[src/rtl/nrs_index_seq_gen.sv]
// nrs_index_seq_gen: sequential NRS demap index generator for the NB-IoT receiver.
// Latches the cell ID and port count on start, reduces the ID mod 6 over seven
// fixed cycles, then streams each NRS subcarrier index for one slot over a
// valid/ready handshake.
// Optional build macro: NRS_CELL_ID_CHECK_EN adds the id_err output and rejects
// cell IDs above 503.
module nrs_index_seq_gen #(
    parameter int ID_W      = 9,
    parameter int MAX_PORTS = 2,
    parameter int IDX_W     = 4
) (
    input  logic             clk,
    input  logic             rst_n,
    input  logic             start,
    input  logic [ID_W-1:0]  N_cell_ID,
    input  logic             num_ports,
    input  logic             out_ready,
    output logic             out_valid,
    output logic [IDX_W-1:0] index_demap,
    output logic [2:0]       v_shift,
    output logic [1:0]       est_rd_addr,
    output logic             port_idx,
    output logic             last,
    output logic             busy
`ifdef NRS_CELL_ID_CHECK_EN
    ,
    output logic             id_err
`endif
);

    // Wide enough for the ID and for 6<<6 = 384.
    localparam int REM_W = ((ID_W > 9) ? ID_W : 9) + 1;
    localparam logic [REM_W-1:0] SIX = REM_W'(6);

    typedef enum logic [1:0] {
        ST_IDLE,
        ST_CALC,
        ST_STREAM
    } state_t;

    state_t           r_state;
    logic [REM_W-1:0] r_rem;
    logic [2:0]       r_k;
    logic             r_nports;
    logic             r_p;
    logic             r_s;
    logic             r_m;

    logic [REM_W-1:0] w_sub;
    logic [REM_W-1:0] w_rem_next;
    logic             w_np;
    logic             w_id_bad;
    logic             w_accept;
    logic [2:0]       w_cnt_nxt;
    logic             w_last_nxt;

    // Index for one entry: 6*m + v + v_shift folded into 0..11.
    // Port 0 uses v=0/3 for s=0/1, port 1 the opposite, so v = 3 when p != s.
    function automatic logic [IDX_W-1:0] f_index(input logic p, input logic s,
                                                 input logic m, input logic [2:0] vs);
        logic [3:0] sum;
        sum = (m ? 4'd6 : 4'd0) + ((p ^ s) ? 4'd3 : 4'd0) + {1'b0, vs};
        if (sum > 4'd11)
            sum = sum - 4'd12;
        return IDX_W'(sum);
    endfunction

    // One restoring-reduction step: subtract 6<<k if it fits.
    assign w_sub      = SIX << r_k;
    assign w_rem_next = (r_rem >= w_sub) ? (r_rem - w_sub) : r_rem;

    // A single-port build never reports the second port.
    assign w_np = (MAX_PORTS > 1) ? num_ports : 1'b0;

`ifdef NRS_CELL_ID_CHECK_EN
    assign w_id_bad = (32'(N_cell_ID) > 32'd503);
`else
    assign w_id_bad = 1'b0;
`endif
    assign w_accept = start & ~w_id_bad;

    // Next entry: {p,s,m} counts with m innermost; last when s=m=1 on the final port.
    assign w_cnt_nxt  = {r_p, r_s, r_m} + 3'd1;
    assign w_last_nxt = (w_cnt_nxt[1:0] == 2'b11) && (w_cnt_nxt[2] == r_nports);

    // Control FSM with all outputs registered.
    always_ff @(posedge clk) begin
        if (!rst_n) begin
            r_state     <= ST_IDLE;
            r_rem       <= '0;
            r_k         <= '0;
            r_nports    <= 1'b0;
            r_p         <= 1'b0;
            r_s         <= 1'b0;
            r_m         <= 1'b0;
            out_valid   <= 1'b0;
            index_demap <= '0;
            v_shift     <= '0;
            est_rd_addr <= '0;
            port_idx    <= 1'b0;
            last        <= 1'b0;
            busy        <= 1'b0;
`ifdef NRS_CELL_ID_CHECK_EN
            id_err      <= 1'b0;
`endif
        end else begin
`ifdef NRS_CELL_ID_CHECK_EN
            id_err <= (r_state == ST_IDLE) && start && w_id_bad;
`endif
            case (r_state)
                ST_IDLE: begin
                    if (w_accept) begin
                        r_rem    <= REM_W'(N_cell_ID);
                        r_nports <= w_np;
                        r_k      <= 3'd6;
                        busy     <= 1'b1;
                        r_state  <= ST_CALC;
                    end
                end
                ST_CALC: begin
                    r_rem <= w_rem_next;
                    if (r_k == 3'd0) begin
                        // Reduction done: publish v_shift and present entry 0.
                        v_shift     <= w_rem_next[2:0];
                        r_p         <= 1'b0;
                        r_s         <= 1'b0;
                        r_m         <= 1'b0;
                        index_demap <= f_index(1'b0, 1'b0, 1'b0, w_rem_next[2:0]);
                        est_rd_addr <= 2'b00;
                        port_idx    <= 1'b0;
                        last        <= 1'b0;
                        out_valid   <= 1'b1;
                        r_state     <= ST_STREAM;
                    end else begin
                        r_k <= r_k - 3'd1;
                    end
                end
                ST_STREAM: begin
                    if (out_valid && out_ready) begin
                        if (last) begin
                            out_valid <= 1'b0;
                            last      <= 1'b0;
                            busy      <= 1'b0;
                            r_state   <= ST_IDLE;
                        end else begin
                            r_p         <= w_cnt_nxt[2];
                            r_s         <= w_cnt_nxt[1];
                            r_m         <= w_cnt_nxt[0];
                            index_demap <= f_index(w_cnt_nxt[2], w_cnt_nxt[1], w_cnt_nxt[0], v_shift);
                            est_rd_addr <= w_cnt_nxt[1:0];
                            port_idx    <= w_cnt_nxt[2];
                            last        <= w_last_nxt;
                        end
                    end
                end
                default: r_state <= ST_IDLE;
            endcase
        end
    end

endmodule

[config.mk]
export PLATFORM = sky130hd
export DESIGN_NAME = nrs_index_seq_gen
export DESIGN_NICKNAME = d
export VERILOG_FILES = /design/src/rtl/nrs_index_seq_gen.sv
export SDC_FILE = /design/constraint.sdc
export NUM_CORES = 1
export LEC_CHECK = 0
export ABC_AREA = 1
export BUFFER_PORTS_ARGS = -buffer_cell sky130_fd_sc_hd__buf_2
export CAP_MARGIN = 30
export CORE_ASPECT_RATIO = 0.7
export CORE_MARGIN = 4
export CORE_UTILIZATION = 58
export CTS_BUF_LIST = sky130_fd_sc_hd__clkbuf_16
export CTS_CLUSTER_SIZE = 24
export DETAILED_ROUTE_END_ITERATION = 12
export PLACE_DENSITY_LB_ADDON = 0.05
export SYNTH_ARGS = -nofsm -noshare
export SYNTH_HDL_FRONTEND = slang
export SYNTH_SLANG_ARGS = --single-unit
[constraint.sdc]
create_clock -name clk -period 3.84 [get_ports clk]
set_input_delay 0.576 -clock clk [delete_from_list [all_inputs] [get_ports clk]]
set_output_delay 0.576 -clock clk [all_outputs]
set_load 0.02 [all_outputs]
==> impl_metrics.tcl, run 1 <==
set metrics [dict create \
    status "complete, no violations" \
    finalHoldViolCount 0 \
    end_kind "register" \
    hpwl_um 4040 \
    drc 0 \
    slew_headroom_pct 72.6 \
    tns_ns 0 \
    nets 374 \
    ys_seq_area_share_pct 27.2 \
    io_pins 27 \
    clock_skew_ns 0.00537 \
    die_h_um 58.7 \
    grt_util_all_layers_pct 25.0 \
    start_kind "register" \
    syn_avg_cell_area_sq_um 6.83 \
    clkTransAtPathRegs_ns 0.05 \
    numCtsBuffers 5 \
    io_buffers 26 \
    critPathKind "reg2reg" \
    clk_latency_ns 0.28 \
    synth_fp_nets 349 \
    cp.arrival_ns 3.14 \
    first_pass_iters 5 \
    slowest_delay_ns 0.48 \
    cts_tree "built" \
    htree_levels 2 \
    grt_max_degree 22 \
    syn_inst 312 \
    gp_congestion 0.913 \
    netlist_area_sq_um 2130 \
    wl_per_cell_um 13.7 \
    viasPerCell 5.29 \
    placed_area_sq_um 2270 \
    path_cells "ha_1, or2_2, nand2_1, xor2_1, fa_1, ha_1, fa_1, inv_1, nor3_1, nor2_1, a21oi_1" \
    fillCellCount 338 \
    fp.coreArea_sq_um 3540 \
    cts_root_buf "clkbuf_16" \
    grt_pass1_vias 1894 \
    final_common_cell "nand2_1" \
    min_path_type "reg2reg" \
    drive_above_1_share_pct 15.7 \
    rsz0062_at_grt "no" \
    die_w_um 80.4 \
    antennaDiodeCount 0 \
    clock-sinks 29 \
    die_area_sq_um 4720 \
    design_area_sq_um 2440 \
    wl_um 5330 \
    start_util_pct 60.3 \
    via_count 2054 \
    fin_crit_sh_pct 76.2 \
    slowest_stage "fa_1" \
    grt_pass1_wl_um 8970 \
    synth_cell_types 36 \
    cts_resized 0 \
    clockBufferDepth 2 \
    post_cts_buffers 0 \
    clock.fmax_mhz 342 \
    antenna_found_initial 0 \
    tightest_slew_ns 0.411 \
    fin_crit_ns 2.93 \
    overflow 0 \
    num_rows 18 \
    cts_hold_buffers 0 \
    first_iter_violations 234 \
    cp_max_fo 4 \
    maxCapViolCount 0 \
    required_ns 4.05 \
    dp_slack_ns 0.986 \
    maxSlewViolCount 0 \
    worst_slack_ns 0.913 \
    ys_warn_count 0 \
    final_cell_mix "nand2_1, inv_1, nor2_1" \
    antenna_left 0 \
    area.growth.synth_to_final_pct 14.6 \
    ys_ff_latch 29 \
    setup_viol_count_final 0 \
]
[sequential cells by signal, indices dropped and copies added, names as in the netlist]
| name | count |
|---|---|
| busy | 1 |
| est_rd_addr | 2 |
| index_demap | 4 |
| last | 1 |
| out_valid | 1 |
| r_k | 3 |
| r_nports | 1 |
| r_p | 1 |
| r_rem | 10 |
| r_state | 2 |
| v_shift | 3 |
[worst paths after layout]
kind                                     start              to  slack, ns  cells past startpoint
worst max-delay path            est_rd_addr[1]  index_demap[2]       0.91                     11
worst min-delay path                      busy            busy       0.47                      2
worst max register to register  est_rd_addr[1]  index_demap[2]       0.91                     11
worst min register to register            busy            busy       0.47                      2
[cell families after synthesis]
group	count (synthesis)	synth area share [%]
fa+ha+maj	23	14.2
compound gates	67	17.4
buf+inv	49	9.51
flops	29	27.2
xor+xnor	9	3.70
simple gates	135	28.0
[layout make-up]
cell class                      count  area [sq um]  area share (%)
Multi-Input combinational cell    234          1350            55.2
Sequential cell                    29           581            23.8
Inverter                           41           154            6.30
Timing Repair Buffer               26           130            5.33
Clock buffer                        5           125            5.13
Tap cell                           50          62.6            2.56
Clock inverter                      3          41.3            1.69
[Yosys cell counts, drive strengths merged]
cell	number	share of area, %
nor3	2	0.47
o31ai	1	0.35
clkbuf	1	0.18
o211a	1	0.47
dfxtp	29	27
a221oi	1	0.41
a211oi	1	0.35
or2	1	0.29
xnor2	3	1.2
buf	7	2.1
nor2	33	6.6
o21ai	29	7.0
a21oi	29	7.2
a21o	1	0.35
nand2	79	15
xor2	6	2.5
fa	2	1.9
a31oi	2	0.59
o21bai	2	0.70
clkinv	1	0.18
ha	21	12
nand3	16	4.2
inv	40	7.0
nand4	4	1.5
[worst max-delay path: cells and delay by family (launching register included)]
family	cells	cell delay (ns)
xor gates and xnor gates	1	0.28
and+or+nand+nor	4	0.65
AOI/OAI and AO/OA	1	0.13
DFF	1	0.34
adders and majority gates	4	1.40
buffers and inverters	1	0.05
[routing by layer]
metal	GRT usage (%)	wire length, um	up-vias
li1	-	-	1064
met1	38.8	2680	922
met2	34.0	2150	60
met3	6.12	446	8
met4	6.51	54	0
met5	0	0	-
[per-stage QoR]
step / hold slack [ns] / cells / util [%]
2_1_floorplan: 0.457 / 312 / -
3_3_place_gp: 0.458 / 380 / 64.3
3_5_place_dp: 0.464 / 380 / 64.3
4_1_cts: 0.470 / 388 / 69.0
5_1_grt: 0.515 / 388 / 69.0
6_report: 0.468 / 388 / 69.0
Power of run 1 is not shown: default switching activity piles up to over one toggle a cycle in this logic, so the estimate is an artifact.
==> run 2: changes to the inputs <==
==> constraint.sdc (replaced) <==
create_clock -name clk -period 2.9 [get_ports clk]
set_input_delay 0.435 -clock clk [delete_from_list [all_inputs] [get_ports clk]]
set_output_delay 0.435 -clock clk [all_outputs]
set_load 0.02 [all_outputs]
==> run 2 against run 1 <==
Against the previous run:
- clock skew is 0.0011 ns higher
- via count rose by 3.0%
- maximum frequency is 4.4% higher
- critical endpoint unchanged
- highest routed layer unchanged
==> impl_metrics.tcl, run 2 (same netlist as run 1, synthesis figures left out) <==
set metrics [dict create \
    status "complete, no violations" \
    r2r-start "est_rd_addr[1]" \
    rr_endpoint "index_demap[2]" \
    hold_end "r_nports" \
    critPathKind "reg2reg" \
    start_util_pct 60.3 \
    utilization_pct 69.8 \
    grt_pass1_vias 1907 \
    hold_depth 3 \
    clock_skew_ns 0.00646 \
    maxSlewViolCount 0 \
    drive_above_1_share_pct 16.8 \
    fin_crit_ns 2.80 \
    design_area_sq_um 2470 \
    required_ns 3.11 \
    ff2ff_setup_slack_ns 0.1 \
    viasPerCell 5.44 \
    die_w_um 80.4 \
    path_cells "ha_1, or2_2, nand2_4, xor2_2, fa_1, ha_1, fa_1, inv_1, nor3_2, nor2_1, a21oi_1" \
    num_rows 18 \
    first_pass_iters 5 \
    placed_area_sq_um 2270 \
    grt_pass1_wl_um 8850 \
    slowest_stage "fa_1" \
    r2r_cells 11 \
    finalHoldViolCount 0 \
    clkTransAtPathRegs_ns 0.05 \
    fp.coreArea_sq_um 3540 \
    cts_tree "built" \
    maxCapViolCount 0 \
    start_kind "register" \
    antenna_found_initial 0 \
    clock.fmax_mhz 357 \
    final_cell_mix "nand2_1, inv_1, nor2_1" \
    grt_max_degree 22 \
    nets 375 \
    cts_hold_buffers 0 \
    htree_levels 2 \
    first_iter_violations 202 \
    setup_viol_count_final 0 \
    slew_headroom_pct 72.8 \
    cts_root_buf "clkbuf_16" \
    via_count 2115 \
    wl_per_cell_um 14.0 \
    min_path_type "in2reg" \
    area.growth.synth_to_final_pct 15.9 \
    grt_util_all_layers_pct 24.9 \
    largest_reg_flops 10 \
    end_kind "register" \
    die_area_sq_um 4720 \
    final_common_cell "nand2_1" \
    gp_congestion 0.913 \
    largestRegisters "r_rem (10), index_demap (4)" \
    wl_um 5440 \
    drc 0 \
    largest-register "r_rem" \
    antennaDiodeCount 0 \
    cp_max_fo 4 \
    numCtsBuffers 5 \
    numPlacedInstances 380 \
    crit_buf_inv 1 \
    antenna_left 0 \
    overflow 0 \
    hpwl_um 4050 \
    io_buffers 26 \
    fin_cells 389 \
    clock-sinks 29 \
    io_pins 27 \
    die_h_um 58.7 \
    hold_start "num_ports" \
    clk_latency_ns 0.28 \
    fin_crit_sh_pct 96.6 \
    slowest_delay_ns 0.49 \
    cp.arrival_ns 3.01 \
    tightest_slew_ns 0.408 \
    path_delay_family "adder cells" \
    clockBufferDepth 2 \
]
run 2: changes by cell type in the layout (fill, tap and decap cells not counted), sizes merged:
cell,before,now
buf,26,27
run 2: what timing repair did:
item / in CTS / in global routing
pin swaps: 0 / 2
setup buffers: 0 / 1
endpoints found under the setup margin: 1 / 1
gates resized for setup: 1 / 3
cloned: 0 / 0
run 2: per-layer routing:
layer / share of wire, % / global-route usage [%] / wire [um]
met5: 0 / 0 / 0
met3: 7.7 / 5.50 / 420
met2: 40 / 33.6 / 2170
met1: 51 / 38.8 / 2790
met4: 1.2 / 7.47 / 66
run 2: worst min-delay path, delay by kind of cell:
kind | cells | cell delay, ns
AOI/OAI and AO/OA | 1 | 0.07
and+or+nand+nor | 1 | 0.08
buffers and inverters | 1 | 0.08
run 2: layout make-up:
cell class | count | area, sq um
Clock buffer | 5 | 125
Tap cell | 50 | 62.6
Inverter | 41 | 154
Multi-Input combinational cell | 234 | 1370
Sequential cell | 29 | 581
Timing Repair Buffer | 27 | 138
Clock inverter | 3 | 41.3
Fill cell | 320 | 1070
run 2: how the worst max path moves through the flow:
stage          cells after the start  slack (ns)           start              to
6_report                          11         0.1  est_rd_addr[1]  index_demap[2]
5_1_grt                           11       -0.02  est_rd_addr[1]  index_demap[2]
4_1_cts                           11        0.05  est_rd_addr[1]  index_demap[2]
3_5_place_dp                      11        0.04  est_rd_addr[1]  index_demap[2]
3_3_place_gp                      11        0.13  est_rd_addr[1]  index_demap[2]
2_1_floorplan                     11        0.25  est_rd_addr[1]  index_demap[2]
run 2: per-stage QoR:
| stage | hold WS (ns) | setup WS (ns) | setup TNS [ns] |
|---|---|---|---|
| 5_1_grt | 0.453 | -0.0181 | -0.0181 |
| 6_report | 0.425 | 0.0972 | 0 |
| 3_5_place_dp | 0.464 | 0.0371 | 0 |
| 3_3_place_gp | 0.457 | 0.134 | 0 |
| 2_1_floorplan | 0.457 | 0.248 | 0 |
| 4_1_cts | 0.419 | 0.0536 | 0 |
Power of run 2 is left out for the same reason.
==> run 3: changes to the inputs <==
--- a/config.mk
+++ b/config.mk
@@ -5,7 +5,6 @@
 export SDC_FILE = /design/constraint.sdc
 export NUM_CORES = 1
 export LEC_CHECK = 0
-export ABC_AREA = 1
 export BUFFER_PORTS_ARGS = -buffer_cell sky130_fd_sc_hd__buf_2
 export CAP_MARGIN = 30
 export CORE_ASPECT_RATIO = 0.7
==> run 3 against run 2 <==
Against the previous run:
- synthesized cell count fell by 21%
- count of clock-buffer cells in the layout did not move
- non-clock buffer count rose by 2
- clock skew fell by 0.0022 ns
- hold slack got worse by 0.0088 ns
- routed wire length fell by 12%
- area after synthesis fell by 1.4%
- largest cell class unchanged
==> impl_metrics.tcl, run 3 <==
set metrics [dict create \
    cts_hold_buffers 0 \
    slowest_delay_ns 0.44 \
    p_comb_share_pct 67.0 \
    first_pass_iters 4 \
    synth_fp_nets 283 \
    path_cells "inv_1, ha_1, nand2b_1, ha_1, and4b_1, a31oi_1, a31oi_4, nor2b_4, mux2i_2, o221ai_1" \
    hold_start "N_cell_ID[0]" \
    maxCapViolCount 0 \
    hold_depth 3 \
    end_kind "register" \
    worst_ir_drop_vdd_uv 852 \
    start_util_pct 63.3 \
    tightest_slew_ns 0.531 \
    cpMostUsedCell "ha_1" \
    ys_ff_latch 29 \
    ys_seq_area_share_pct 27.6 \
    final_cell_mix "nand2_1, dfxtp_1, buf_2" \
    setup_viol_count_final 0 \
    overflow 0 \
    viasPerCell 5.65 \
    multi_input_area_sq_um 1440 \
    tns_ns 0 \
    async_reset_ff_share_pct 0 \
    maxSlewViolCount 0 \
    antennaDiodeCount 0 \
    die_area_sq_um 4670 \
    nets 309 \
    clock.fmax_mhz 367 \
    power.share.clock_pct 14.4 \
    final_common_cell "nand2_1" \
    ys_warn_count 0 \
    power_mw 3.40 \
    fp.coreArea_sq_um 3320 \
    fin_crit_sh_pct 94.1 \
    grt_util_all_layers_pct 23.0 \
    syn_inst 246 \
    start_kind "register" \
    leakage_nw 1.09 \
    synthMostInstantiatedCell "nand2_1" \
    synth_edf_count 0 \
    cts_root_buf "clkbuf_16" \
    largest-register "r_rem" \
    die_w_um 80.0 \
    io_pins 27 \
    slowest_stage "dfxtp_1" \
    grt_max_degree 34 \
    hpwl_um 3520 \
    rsz0062_at_grt "no" \
    htree_levels 2 \
    drive_above_1_share_pct 19.8 \
    grt_pass1_wl_um 8230 \
    via_count 1808 \
    grt_pass1_vias 1667 \
    r2r_cells 10 \
    drc 0 \
    p_sw_share_pct 47.0 \
    io_buffers 26 \
    rr_endpoint "r_rem[2]" \
    seqPwrFrac_pct 18.6 \
    cell_internal_pwr_mw 1.80 \
    yosys.area.top_type_share_pct 27.6 \
    yosysTopAreaCell "dfxtp_1" \
    antenna_left 0 \
    area.growth.synth_to_final_pct 15.6 \
    wl_um 4810 \
    clock-sinks 29 \
    fillCellCount 276 \
    synthTopCellsByCount "nand2_1, dfxtp_1, ha_1, o21ai_0, inv_1" \
    cp_max_fo 7 \
    syn_avg_cell_area_sq_um 8.54 \
    clockBufferDepth 2 \
    netlist_area_sq_um 2100 \
    first_iter_violations 133 \
    critPathKind "reg2reg" \
    antenna_found_initial 0 \
    p_sw_mw 1.60 \
    min_path_type "in2reg" \
    fin_crit_ns 2.73 \
    slew_headroom_pct 64.6 \
    num_rows 17 \
    critPathLaunch "r_k[1]" \
    synth_cell_types 51 \
    clk_latency_ns 0.28 \
    die_h_um 58.4 \
    synth.area.top_cells "dfxtp_1, ha_1, nand2_1" \
    ff2ff_setup_slack_ns 0.17 \
    status "complete, no violations" \
    ys.flop_type "dfxtp_1" \
    clock_skew_ns 0.00421 \
    required_ns 3.03 \
    r2r-start "r_k[1]" \
    largestRegisters "r_rem (10), index_demap (4)" \
    gp_congestion 0.847 \
    wl_per_cell_um 15.0 \
    hold_end "r_rem[0]" \
    cts_tree "built" \
    pwr_density_cell_nw_per_um2 1400 \
    finalHoldViolCount 0 \
    ff_latch_area_sq_um 581 \
    numCtsBuffers 5 \
    clkTransAtPathRegs_ns 0.05 \
    cp.arrival_ns 2.85 \
    largest_reg_flops 10 \
]
-- run 3: final cells by class --
| type | instances | share of cell area, % |
|---|---|---|
| multi-input cells | 190 | 59.1 |
| flip-flops and latches | 29 | 23.9 |
| repair buffers | 29 | 6.28 |
| clock buffers | 5 | 5.15 |
| inverters | 17 | 2.63 |
| well taps | 47 | 2.42 |
| clock inverters | 3 | 0.515 |
-- run 3: worst max-delay path by stage --
stage / end / slack, ns
CTS: index_demap[3] / 0.11
detailed placement: index_demap[3] / 0.12
global route: r_rem[9] / 0.007
floorplan: r_rem[2] / 0.35
finish: r_rem[2] / 0.17
global placement: index_demap[2] / 0.17
-- run 3: layer usage --
| layer | share of wire [%] | track usage, % | vias up |
|---|---|---|---|
| met2 | 38 | 29.5 | 54 |
| met1 | 52 | 36.0 | 814 |
| met4 | 1.7 | 7.47 | 0 |
| li1 | - | - | 930 |
| met5 | 0 | 0 | - |
| met3 | 7.4 | 6.42 | 10 |
-- run 3: logic make-up after synthesis --
family          count (synthesis)  synth area share [%]
flops                          29                  27.6
mux                             8                  4.05
xor+xnor                       11                  4.58
fa+ha+maj                      23                  14.4
compound gates                 71                  24.4
simple gates                   77                  19.4
buf+inv                        27                  5.54
-- run 3: critical path: cells and delay by family, from the launching register on --
kind | cells | cell delay, ns
flops | 1 | 0.44
simple gates | 3 | 0.50
buf+inv | 1 | 0.11
mux | 1 | 0.32
fa+ha+maj | 2 | 0.61
compound gates | 3 | 0.57
-- run 3: power by group through the flow --
stage                     clock, mW  sequential (mW)  combinational, mW
after floorplan                   0            0.641               1.75
after global placement            0            0.631               2.17
after detailed placement          0            0.635               2.19
after CTS                     0.493            0.630               2.20
after global routing          0.516            0.656               2.52
final                         0.489            0.632               2.28
-- run 3: stage by stage --
stage	cell area [sq um]	setup slack [ns]	instances	util, %	hold WS, ns
6_report	2430	0.172	320	73.2	0.416
5_1_grt	2430	0.00669	320	73.2	0.457
4_1_cts	2400	0.110	320	72.3	0.413
3_5_place_dp	2260	0.118	312	68.1	0.463
3_3_place_gp	2260	0.171	312	68.1	0.463
2_1_floorplan	2100	0.355	246	-	0.441
-- run 3: timing repair --
action / in CTS / in global routing
endpoints found under the setup margin: 0 / 3
buffers inserted: 0 / 0
gates resized for setup: 0 / 5
(Power assumes the default switching activity.)
